File: src/rtl/instruction_fetch_unit_if.sv
// instruction_fetch_unit_if: instruction-memory request/ready fetch bus
interface instruction_fetch_unit_if #(parameter int ADDR_W = 32);
  logic imem_req;
  logic [ADDR_W-1:0] imem_addr;
  logic imem_ready;
  logic [31:0] imem_rdata;
  modport master(output imem_req, imem_addr, input imem_ready, imem_rdata);
  modport slave(input imem_req, imem_addr, output imem_ready, imem_rdata);
endinterface

File: src/rtl/instruction_fetch_unit.sv
// instruction_fetch_unit: MIPS fetch stage, IDLE/FETCH/ISSUE FSM with beq next-pc; define JUMP_EN to add j targets
module instruction_fetch_unit #(
  parameter int ADDR_W = 32,
  parameter logic [ADDR_W-1:0] RESET_PC = '0
) (
  input  logic clk,
  input  logic rst_n,
  instruction_fetch_unit_if.master imem,
  output logic [31:0] instr,
  output logic [5:0] opcode,
  output logic instr_valid,
  input  logic instr_ready,
  input  logic branch,
  input  logic zero,
  output logic [ADDR_W-1:0] pc,
  output logic [ADDR_W-1:0] pc_plus4
);
  typedef enum logic [1:0] {IDLE, FETCH, ISSUE} state_t;
  state_t state;
  logic [ADDR_W-1:0] offset, next_pc;
  assign opcode = instr[31:26];
  assign pc_plus4 = pc + ADDR_W'(4);
  assign offset = {{(ADDR_W-18){instr[15]}}, instr[15:0], 2'b00};
  assign imem.imem_addr = pc;
  always_comb begin
    next_pc = (branch & zero) ? pc_plus4 + offset : pc_plus4;
`ifdef JUMP_EN
    if (opcode == 6'b000010) begin
      next_pc = pc_plus4;
      next_pc[27:0] = {instr[25:0], 2'b00};
    end
`endif
  end
  always_ff @(posedge clk) begin
    if (!rst_n) begin
      state <= IDLE;
      pc <= {RESET_PC[ADDR_W-1:2], 2'b00};
      instr <= '0;
      instr_valid <= 1'b0;
      imem.imem_req <= 1'b0;
    end else begin
      case (state)
        IDLE: begin
          state <= FETCH;
          imem.imem_req <= 1'b1;
        end
        FETCH: if (imem.imem_ready) begin
          instr <= imem.imem_rdata;
          instr_valid <= 1'b1;
          imem.imem_req <= 1'b0;
          state <= ISSUE;
        end
        ISSUE: if (instr_ready) begin
          pc <= {next_pc[ADDR_W-1:2], 2'b00};
          instr_valid <= 1'b0;
          imem.imem_req <= 1'b1;
          state <= FETCH;
        end
        default: begin
          state <= IDLE;
          imem.imem_req <= 1'b0;
          instr_valid <= 1'b0;
        end
      endcase
    end
  end
endmodule

File: src/flat_wrapper.sv
// flat-port wrapper written by rule: the top's interface ports become plain ports
module instruction_fetch_unit_flat 
#(
  parameter int ADDR_W = 32,
  parameter logic [ADDR_W-1:0] RESET_PC = '0
)
  (clk, rst_n, instr, opcode, instr_valid, instr_ready, branch, zero, pc, pc_plus4, imem_imem_req, imem_imem_addr, imem_imem_ready, imem_imem_rdata);
  instruction_fetch_unit_if #(.ADDR_W(ADDR_W)) imem_i ();
  input  logic clk;
  input  logic rst_n;
  output logic [31:0] instr;
  output logic [5:0] opcode;
  output logic instr_valid;
  input  logic instr_ready;
  input  logic branch;
  input  logic zero;
  output logic [ADDR_W-1:0] pc;
  output logic [ADDR_W-1:0] pc_plus4;
  output wire logic [$bits(imem_i.imem_req)-1:0] imem_imem_req;
  output wire logic [$bits(imem_i.imem_addr)-1:0] imem_imem_addr;
  input wire logic [$bits(imem_i.imem_ready)-1:0] imem_imem_ready;
  input wire logic [$bits(imem_i.imem_rdata)-1:0] imem_imem_rdata;
  assign imem_imem_req = imem_i.imem_req;
  assign imem_imem_addr = imem_i.imem_addr;
  assign imem_i.imem_ready = imem_imem_ready;
  assign imem_i.imem_rdata = imem_imem_rdata;
  instruction_fetch_unit #(.ADDR_W(ADDR_W), .RESET_PC(RESET_PC)) u_core (.clk(clk), .rst_n(rst_n), .imem(imem_i), .instr(instr), .opcode(opcode), .instr_valid(instr_valid), .instr_ready(instr_ready), .branch(branch), .zero(zero), .pc(pc), .pc_plus4(pc_plus4));
endmodule
File: config.mk
export PLATFORM = sky130hd
export DESIGN_NAME = instruction_fetch_unit_flat
export DESIGN_NICKNAME = d
export VERILOG_FILES = /design/src/rtl/instruction_fetch_unit_if.sv /design/src/rtl/instruction_fetch_unit.sv /design/src/flat_wrapper.sv
export SDC_FILE = /design/constraint.sdc
export NUM_CORES = 1
export LEC_CHECK = 0
export CORE_MARGIN = 2
export CORE_UTILIZATION = 47
export CTS_CLUSTER_DIAMETER = 200
export CTS_CLUSTER_SIZE = 8
export DETAILED_ROUTE_END_ITERATION = 10
export PLACE_DENSITY_LB_ADDON = 0.2
export SLEW_MARGIN = 20
export SYNTH_ARGS = -nofsm -noshare
export SYNTH_HDL_FRONTEND = slang
export SYNTH_SLANG_ARGS = --single-unit
File: constraint.sdc
create_clock -name clk -period 4.45 [get_ports clk]
set_clock_uncertainty 0.2 [all_clocks]
set_input_delay 0.89 -clock clk [delete_from_list [all_inputs] [get_ports clk]]
set_output_delay 0.89 -clock clk [all_outputs]
set_load 0.02 [all_outputs]
==> key figures, run 1 <==
Yosys
  • Yosys top cell area share: approximately a quarter
  • Seq/Total Area, Yosys: 25.9%
  • FFs w/ async S/R, synth: 0%
  • Commonest cells post-synth: nand2_1, a21oi_1, dfxtp_1
  • Area contributors post-synth: dfxtp_1, nand2_1, ha_1
  • Count leader, synth: nand2_1
  • Yosys reg bits: 65
  • Synth Instances: between 600 and 700
  • Top_reg_cell synth: dfxtp_1
  • Synth warnings: 0
  • Syn avg cell area: about 7.6 sq um
  • Post-synth top area cell: dfxtp_1
  • EDFF count, synth: 0
  • Post-synth cell types: 59
  • Synthesized cell area: roughly 5000 sq um

Timing
  • Slew @ Worst Pin: approximately 0.67 ns
  • Final Hold Violating Endpoints: 0
  • RSZ-0062 raised after global routing: false
  • Setup Total Neg Slack: 0 ns
  • Fin crit period: 4.18 ns
  • Pins Over Slew Limit: 0
  • Final setup viols: 0
  • Final WS setup: 0.273 ns
  • Hold WS: between 0.2 and 0.3 ns
  • Slew HR: 55.3%
  • Fin crit share: between 90% and 100%
  • Max Clk Rate: between 200 and 250 MHz

Finish
  • N_diodes: 0
  • Nets: between 800 and 900
  • Area grow syn2layout: 34.3%
  • Share of cells above drive strength 1: under 10%

Critical path
  • Worst Setup End Kind: primary output
  • CP cell instances: ha_1 -> nand4_1 -> nor2_1 -> and3_1 -> and3_1 -> nand2_1 -> xnor2_1 -> clkdlybuf4s50_1
  • Crit path required time: roughly 3.4 ns
  • Most used cell, CP: and3_1
  • Slowest Stage Delay on Critical Path: around 0.67 ns
  • R2R Setup Slk: between 0.3 and 0.4 ns
  • CP startpoint kind: register
  • Arrival time of the worst setup path: roughly 3 ns
  • Cells on worst reg2reg path: 15
  • Crit-path max FO: 7
  • Reg2reg end: u_core.imem.imem_addr[22]$_SDFFE_PN0P_
  • Worst R2R Start: u_core.imem.imem_addr[4]$_SDFFE_PN0P_
  • Critical-path top delay cell: clkdlybuf4s50_1
  • Type of the worst setup path: reg -> out

Outcome
  • Status: finished clean

Die
  • Starting Density: ~48%
  • Ports: ~170
  • Die H: 107 microns
  • Rows: 37
  • DIE AREA: 11,500 sq um
  • Die extent in x: around 110 microns
  • Core Area: roughly 10,000 sq um

GRT
  • Pin count of the biggest net entering global routing: 53
  • GRT Resource Usage Total: 27.0%
  • Global-route wire length before repair: 25,100 microns
  • Gr ovfl total: 0
  • Initial antenna violation count: 0
  • Number of global-route vias before repair: 5,044

Clocking
  • H-tree lvl count: 3
  • Root buffer cell: clkbuf_8
  • Cts bufs inserted: 9
  • CTS tree: built
  • Clock sink count: 65
  • Clock-pin slew on the worst setup and hold paths: about 0.080 ns
  • Clock Path Buffers: 2
  • Worst-Skew Late Latency: around 0.35 ns
  • Post-CTS Setup Bufs: 0

Routing
  • Drt total wl: ~15,000 microns
  • DRT Pass-1 Iters: 4
  • Vias/cell: between 5 and 6
  • Vias: around 5,200
  • DRC violations left: 0
  • Initial DRC Count: 262
  • Final ANT Viol Nets: 0
  • Post-DR wirelength/cell: between 15 and 20 microns

Flow run
  • Max-cap violations: 0

Worst hold path
  • Hold path depth: 2
  • Hold Startpoint: u_core.instr[16]$_SDFFE_PN0P_
  • Hold worst-path end: u_core.instr[16]$_SDFFE_PN0P_
  • Type of the tightest min-delay check: reg -> reg

Power
  • Static Leak: 2.73 nW
  • Overall power: around 0.0014 W
  • VDD IR max: approximately 160 uV
  • PwrDens: ~210 nW/um^2

Placement
  • Pre-CTS WS: around 0.33 ns
  • DP HPWL: around 12,000 microns
  • Port Buf Inserts: roughly 170
  • Final GP Congestion: around 0.95
-- area by class of cell --
cell class                      instances  area (sq um)
Clock inverter                          7          77.6
Clock buffer                            9           124
Inverter                                9          33.8
Multi-Input combinational cell        521          3270
Timing Repair Buffer                  181          1780
Tap cell                              136           170
Sequential cell                        65          1300
Fill cell                             898          3620
-- placed cells by master (no fill, tap or decap), types with 2 or more instances in the layout --
cell type	Yosys	final
and2_1	8	8
a21o_1	13	13
inv_6	0	2
a21oi_1	88	88
xnor2_1	33	33
buf_4	43	14
a21o_2	2	2
and3_2	1	2
a31oi_1	11	11
clkbuf_8	0	9
o31ai_1	2	2
o221ai_1	7	7
a22oi_1	4	4
ha_1	36	36
nor3_1	3	3
a31o_2	2	2
clkdlybuf4s50_1	0	166
and4_1	8	8
nand4_1	6	6
inv_1	8	8
a221o_1	3	3
nand3_1	20	20
and3_1	9	8
o21bai_1	4	4
a41oi_1	2	2
conb_1	1	6
o21ai_0	24	24
nor2b_1	3	3
dfxtp_1	65	65
xor2_1	21	20
a311oi_1	7	7
a221oi_1	2	2
nor2_1	49	48
clkinv_4	0	2
nand2_1	123	123
o211ai_1	2	2
-- worst max-delay path: cells and delay by family, from the launching register on --
| kind | cells | cell delay [ns] |
|---|---|---|
| AND/OR/NAND/NOR | 5 | 1.06 |
| buffers and inverters | 1 | 0.67 |
| XOR/XNOR | 1 | 0.30 |
| flip-flops | 1 | 0.45 |
| adder cells (fa/ha/maj) | 1 | 0.27 |
-- flip-flops by register name, indices dropped and copies added, names as in the netlist --
name                   count
u_core.instr_valid         1
u_core.imem.imem_addr     30
u_core.instr              32
u_core.state               2
-- worst max-delay path by stage --
stage | start | endpoint | depth (start not counted)
6_report | u_core.imem.imem_addr[2]$_SDFFE_PN0P_ | pc_plus4[30] | 8
5_1_grt | u_core.imem.imem_addr[2]$_SDFFE_PN0P_ | pc_plus4[30] | 8
4_1_cts | u_core.imem.imem_addr[4]$_SDFFE_PN0P_ | pc_plus4[25] | 7
3_5_place_dp | u_core.imem.imem_addr[2]$_SDFFE_PN0P_ | u_core.imem.imem_addr[22]$_SDFFE_PN0P_ | 15
3_3_place_gp | u_core.imem.imem_addr[4]$_SDFFE_PN0P_ | u_core.imem.imem_addr[22]$_SDFFE_PN0P_ | 15
2_1_floorplan | u_core.imem.imem_addr[2]$_SDFFE_PN0P_ | u_core.imem.imem_addr[31]$_SDFFE_PN0P_ | 16
-- cell families after synthesis --
group | count (synthesis) | share of synthesized area [%]
flip-flops | 65 | 25.9
XOR/XNOR | 55 | 9.95
AO/OA/AOI/OAI | 184 | 22.8
AND/OR/NAND/NOR | 239 | 22.2
other | 1 | 0.0746
buffers and inverters | 85 | 9.73
adder cells (fa/ha/maj) | 37 | 9.36
-- through the flow --
| step | instances | utilization [%] | instance area (sq um) |
|---|---|---|---|
| CTS | 928 | 65.0 | 6740 |
| detailed placement | 912 | 63.1 | 6540 |
| global placement | 912 | 63.1 | 6540 |
| global route | 928 | 65.1 | 6750 |
| floorplan | 671 | - | 5050 |
| finish | 928 | 65.1 | 6750 |
-- per-layer routing --
layer  GRT usage [%]  part of all wire (%)  vias up
met2            45.3                    48      203
met5               0                     0        -
met3            6.11                   6.9       22
met1            34.4                    43     2435
met4            8.24                   2.0        0
li1                -                     -     2531
-- where the power goes --
group	internal, W	leakage [nW]	total [W]	switching [W]
clock	0.000264	0.100	0.000531	0.000268
combinational	0.000126	2.11	0.000280	0.000155
sequential	0.000602	0.528	0.000624	0.0000225
-- what timing repair did --
item,CTS,global route
resized for setup,0,3
hold buffers,0,0
endpoints found under the setup margin,0,5
Note: power is estimated with default switching activity, not from simulation.
==> run 2, diff against run 1 <==
- MAX_ROUTING_LAYER: not set -> met4
==> run 2 against run 1 <==
Effect of this change:
- count of clock-buffer cells in the layout unchanged
- global-route usage up 0.24 points
- fmax fell by 2.9%
- highest routed layer unchanged
- worst setup slack got worse by 0.13 ns
- critical path type unchanged
- design area grew 0.83%
- die area unchanged
- critical path depth did not move
==> key figures, run 2 (synthesis results as in run 1) <==
Outcome
  • Status: finished clean

Clocking
  • Clock Path Buffers: 2
  • H-tree lvl count: 3
  • Post-CTS Setup Bufs: 0
  • Clock-pin slew on the worst setup and hold paths: roughly 0.08 ns
  • Root buffer cell: clkbuf_8
  • Clock sink count: between 60 and 70
  • Worst-Skew Late Latency: 0.35 ns
  • CTS tree: built
  • Cts bufs inserted: 9

Routing
  • Met2 Routed Length: around 7500 microns
  • Post-DR wirelength/cell: 16.6 microns
  • Vias: approximately 5,200
  • Vias/cell: between 5 and 6
  • DRC violations left: 0
  • Metal3 WL: 966 microns
  • Wl on met1: around 6700 microns
  • Final ANT Viol Nets: 0
  • Initial DRC Count: 284
  • Drt total wl: 15,400 microns
  • Top routing layer in use: met4
  • DRT Pass-1 Iters: 5

GRT
  • Initial antenna violation count: 0
  • Global-route wire length before repair: ~24,000 microns
  • Number of global-route vias before repair: a little under 5,000
  • GRT Resource Usage Total: 27.2%
  • Pin count of the biggest net entering global routing: 50
  • Gr ovfl total: 0

Timing
  • Fin crit period: about 4.3 ns
  • Final setup viols: 0
  • Slew HR: a little over half
  • Max Clk Rate: around 230 MHz
  • Pins Over Slew Limit: 0
  • Final Hold Violating Endpoints: 0
  • Final WS setup: ~0.15 ns
  • Slew @ Worst Pin: around 0.71 ns
  • Fin crit share: a little over nine tenths

Critical path
  • Worst R2R Start: u_core.imem.imem_addr[4]$_SDFFE_PN0P_
  • CP startpoint kind: register
  • Worst Setup End Kind: primary output
  • Cells on worst reg2reg path: 15
  • Setup crit start: u_core.imem.imem_addr[11]$_SDFFE_PN0P_
  • Crit-path max FO: 7
  • Crit path required time: 3.36 ns
  • Arrival time of the worst setup path: around 3.2 ns
  • Type of the worst setup path: reg -> out
  • R2R Setup Slk: around 0.32 ns

Finish
  • # fillers: 920
  • Nets: 861
  • N_diodes: 0
  • Commonest non-fill, non-tap cell in the layout: clkdlybuf4s50_1
  • Area grow syn2layout: 35.4%
  • Share of cells above drive strength 1: roughly 6.6%
  • Largest Register: u_core.instr
  • Reg area: between 1000 and 1500 sq um
  • Most frequent cells in the layout: clkdlybuf4s50_1, nand2_1, a21oi_1, dfxtp_1, nor2_1
  • Max FFs per register: 32
  • Multi-input gate area: between 3000 and 4000 sq um

Placement
  • Pre-CTS WS: between 0.3 and 0.4 ns
  • Port Buf Inserts: approximately 170
  • DP HPWL: between 10,000 and 15,000 microns
  • Final GP Congestion: roughly 0.95

Power
  • Static Leak: 2.78 nW
  • Sw power: between 0.0004 and 0.0005 W
  • Cell-internal power: 0.00111 W
  • Overall power: roughly 0.0016 W
  • Clock power share: between 40% and 50%
  • PwrDens: ~230 nW/um^2
  • Sw Ratio: 28.9%
  • VDD IR max: around 240 uV
  • Seq pwr share: between 40% and 50%
  • Combinational cell fraction of total power: 17.9%

Die
  • Core Area: between 10,000 and 15,000 sq um
  • DIE AREA: about 12,000 sq um
  • Die extent in x: 107 microns
  • Starting Density: about half
  • Rows: 37
  • Die H: roughly 110 microns
  • Ports: 174

Flow run
  • Max-cap violations: 0

Worst hold path
  • Type of the tightest min-delay check: reg -> reg
  • Hold path depth: 2
  • Hold Startpoint: u_core.instr[25]$_SDFFE_PN0P_
-- run 2: final cells by class --
cell class              count  area share (%)
multi-input cells         521            48.2
well taps                 136            2.50
clock buffers               9            1.82
flip-flops and latches     65            19.1
repair buffers            180            26.0
inverters                   9           0.496
clock inverters             7            1.87
-- run 2: repair_timing --
item	CTS	global route
gates resized for setup	0	4
hold buffers	0	0
setup endpoints to repair	0	4
-- run 2: metrics by stage --
stage                     hold slack (ns)  setup TNS, ns  area (sq um)  std cells  utilization, %
after floorplan                     0.290              0          5050        671               -
after global placement              0.241              0          6530        911            63.0
after detailed placement            0.251              0          6530        911            63.0
after CTS                           0.261              0          6790        927            65.4
after global routing                0.282        -0.0188          6810        927            65.7
final                               0.260              0          6810        927            65.7
-- run 2: worst paths after layout --
path / endpoint
max: pc_plus4[25]
min: u_core.instr[25]$_SDFFE_PN0P_
max reg2reg: u_core.imem.imem_addr[22]$_SDFFE_PN0P_
min reg2reg: u_core.instr[25]$_SDFFE_PN0P_
-- run 2: power by group through the flow --
| stage | Clock, W | Sequential, W | Combinational [W] |
|---|---|---|---|
| after detailed placement | 0 | 0.000638 | 0.000277 |
| final | 0.000653 | 0.000625 | 0.000278 |
| after global routing | 0.000683 | 0.000628 | 0.000302 |
| after global placement | 0 | 0.000637 | 0.000275 |
| after CTS | 0.000662 | 0.000624 | 0.000278 |
| after floorplan | 0 | 0.000658 | 0.000140 |
-- run 2: metal layers --
layer,track usage [%],vias to the layer above
met2,44.2,206
met4,9.89,0
met5,-,-
li1,-,2526
met3,5.02,25
met1,33.8,2440
-- run 2: worst max-delay path, stage by stage, from the launching register on --
cell,delay [ns]
dfxtp_1,0.47
and4_1,0.33
nand4_2,0.15
nor3_4,0.31
and3_1,0.34
buf_4,0.20
nand2_1,0.13
xnor2_2,0.27
clkdlybuf4s50_1,0.66
==> run 3, diff against run 2 <==
- CELL_PAD_IN_SITES_DETAIL_PLACEMENT: not set -> 0
- CELL_PAD_IN_SITES_GLOBAL_PLACEMENT: not set -> 1
- CORE_MARGIN: 2 -> 4
- CORE_UTILIZATION: 47 -> 33
==> run 3 against run 2 <==
Effect of this change:
- largest cell class unchanged
- flip-flop and latch count unchanged
- critical endpoint is now pc_plus4[29]
- power increased by 1.6%
- count of clock-buffer cells in the layout up 1
- register-to-register slack improved by 0.06 ns
- sequential power is essentially flat
- hold slack got worse by 0.0020 ns
- wire length up 7.7%
==> key figures, run 3 (synthesis results as in run 1) <==
Finish
  • Max FFs per register: 32
  • Reg area: approximately 1300 sq um
  • Cell area after layout: around 6900 sq um
  • Largest Register: u_core.instr
  • Commonest non-fill, non-tap cell in the layout: clkdlybuf4s50_1
  • Most frequent cells in the layout: clkdlybuf4s50_1, nand2_1, a21oi_1, dfxtp_1, nor2_1
  • Share of cells above drive strength 1: under 10%
  • Multi-input gate area: 3270 sq um
  • Nets: approximately 860
  • # fillers: between 1,000 and 1,500
  • Area grow syn2layout: 37.3%
  • Finished Layout Cells: 978

Routing
  • Final ANT Viol Nets: 0
  • DRC violations left: 0
  • Initial DRC Count: a little over 300
  • Vias: roughly 5,100
  • Post-DR wirelength/cell: around 17 microns
  • DRT Pass-1 Iters: 6
  • Vias/cell: around 5.2
  • Drt total wl: 16,600 microns

Die
  • DIE AREA: about 17,000 sq um
  • Die H: between 100 and 150 microns
  • Core Area: around 15,000 sq um
  • Starting Density: between 30% and 40%
  • Die extent in x: approximately 130 microns
  • Ports: around 170
  • Rows: 44

Clocking
  • H-tree lvl count: 3
  • Root buffer cell: clkbuf_16
  • Cts bufs inserted: 9
  • Worst-Skew Late Latency: 0.34 ns
  • Clock Path Buffers: 2
  • Post-CTS Hold Fix Bufs: 0
  • Clock-pin slew on the worst setup and hold paths: ~0.06 ns
  • Clock sink count: 65
  • CTS tree: built

Critical path
  • Worst Setup End Kind: primary output
  • Arrival time of the worst setup path: 3.10 ns
  • CP cell instances: and4_1 -> nand4_2 -> nor3_4 -> and3_2 -> nand3_1 -> xnor2_1 -> clkdlybuf4s50_1
  • Type of the worst setup path: reg -> out
  • Slowest Stage Delay on Critical Path: 0.68 ns
  • Setup crit start: u_core.imem.imem_addr[11]$_SDFFE_PN0P_
  • Critical-path top delay cell: clkdlybuf4s50_1
  • Worst R2R Start: u_core.imem.imem_addr[2]$_SDFFE_PN0P_
  • Crit path required time: ~3.4 ns
  • CP startpoint kind: register
  • Crit-path max FO: 9

Outcome
  • Status: finished clean

Timing
  • Fin crit period: ~4.2 ns
  • Slew @ Worst Pin: about 0.7 ns
  • Max Clk Rate: 239 MHz
  • Setup Total Neg Slack: 0 ns
  • RSZ-0062 raised after global routing: false
  • Final setup viols: 0
  • Final Hold Violating Endpoints: 0
  • Pins Over Slew Limit: 0
  • Fin crit share: approximately 94%
  • Slew HR: between 50% and 60%

Worst hold path
  • Hold Startpoint: u_core.instr[16]$_SDFFE_PN0P_
  • Type of the tightest min-delay check: reg -> reg

GRT
  • Global-route wire length before repair: around 27,000 microns
  • GRT Resource Usage Total: between 10% and 20%
  • Pin count of the biggest net entering global routing: slightly below 50
  • Initial antenna violation count: 1
  • Gr ovfl total: 0
  • Number of global-route vias before repair: about 5,000

Placement
  • DP HPWL: 12,600 microns
  • DP Area: 6610 sq um
  • Port Buf Inserts: 167
  • DP Cell Count: between 900 and 1,000
  • Final GP Congestion: ~0.9

Power
  • PwrDens: 229 nW/um^2
  • Static Leak: 2.78 nW
  • VDD IR max: roughly 290 uV

Flow run
  • Max-cap violations: 0
[run 3: final cells by class]
type | count | area share [%]
sequential | 65 | 18.9
clock buffer | 10 | 3.32
inverter | 9 | 0.489
tap | 184 | 3.34
timing repair buffer | 182 | 25.9
multi-input combinational | 521 | 47.4
antenna | 1 | 0.0363
clock inverter | 6 | 0.725
[run 3: worst max-delay path: cells and delay by family (launching register included)]
family                 cells  cell delay (ns)
buffers and inverters      1             0.68
flip-flops                 1             0.45
XOR/XNOR                   1             0.36
AND/OR/NAND/NOR            5             1.27
[run 3: worst paths after layout]
| check | to | slack [ns] | cells after the start |
|---|---|---|---|
| worst min-delay path | u_core.instr[16]$_SDFFE_PN0P_ | 0.26 | 2 |
| worst max register to register | u_core.imem.imem_addr[28]$_SDFFE_PN0P_ | 0.38 | 15 |
| worst min register to register | u_core.instr[16]$_SDFFE_PN0P_ | 0.26 | 2 |
| worst max-delay path | pc_plus4[29] | 0.26 | 7 |
[run 3: report_power, final]
group	leakage, nW	switching, W	internal, W
sequential	0.528	0.0000225	0.000603
clock	0.130	0.000293	0.000383
combinational	2.12	0.000155	0.000126
total	2.78	0.000470	0.00111
[run 3: routing by layer]
layer | track usage [%] | vias to the layer above | wire length (microns)
met1 | 24.2 | 2357 | 7530
met3 | 5.66 | 18 | 1000
met5 | - | - | 0
met4 | 5.19 | 0 | 278
met2 | 30.9 | 162 | 7800
li1 | - | 2543 | -
[run 3: what timing repair did]
| item | in CTS | in global routing |
|---|---|---|
| setup buffers | 0 | 0 |
| endpoints found under the setup margin | 0 | 9 |
| endpoints found under the hold margin | 0 | 0 |
| resized for setup | 0 | 4 |
[run 3: metrics by stage]
step | util [%] | hold slack (ns) | worst slack [ns] | total power (W)
final | 46.8 | 0.258 | 0.265 | 0.00158
after global routing | 46.8 | 0.280 | 0.0398 | 0.00166
after CTS | 46.7 | 0.261 | 0.0130 | 0.00161
after detailed placement | 44.8 | 0.251 | 0.314 | 0.000918
after global placement | 44.8 | 0.241 | 0.386 | 0.000918
after floorplan | - | 0.290 | 0.249 | 0.000798
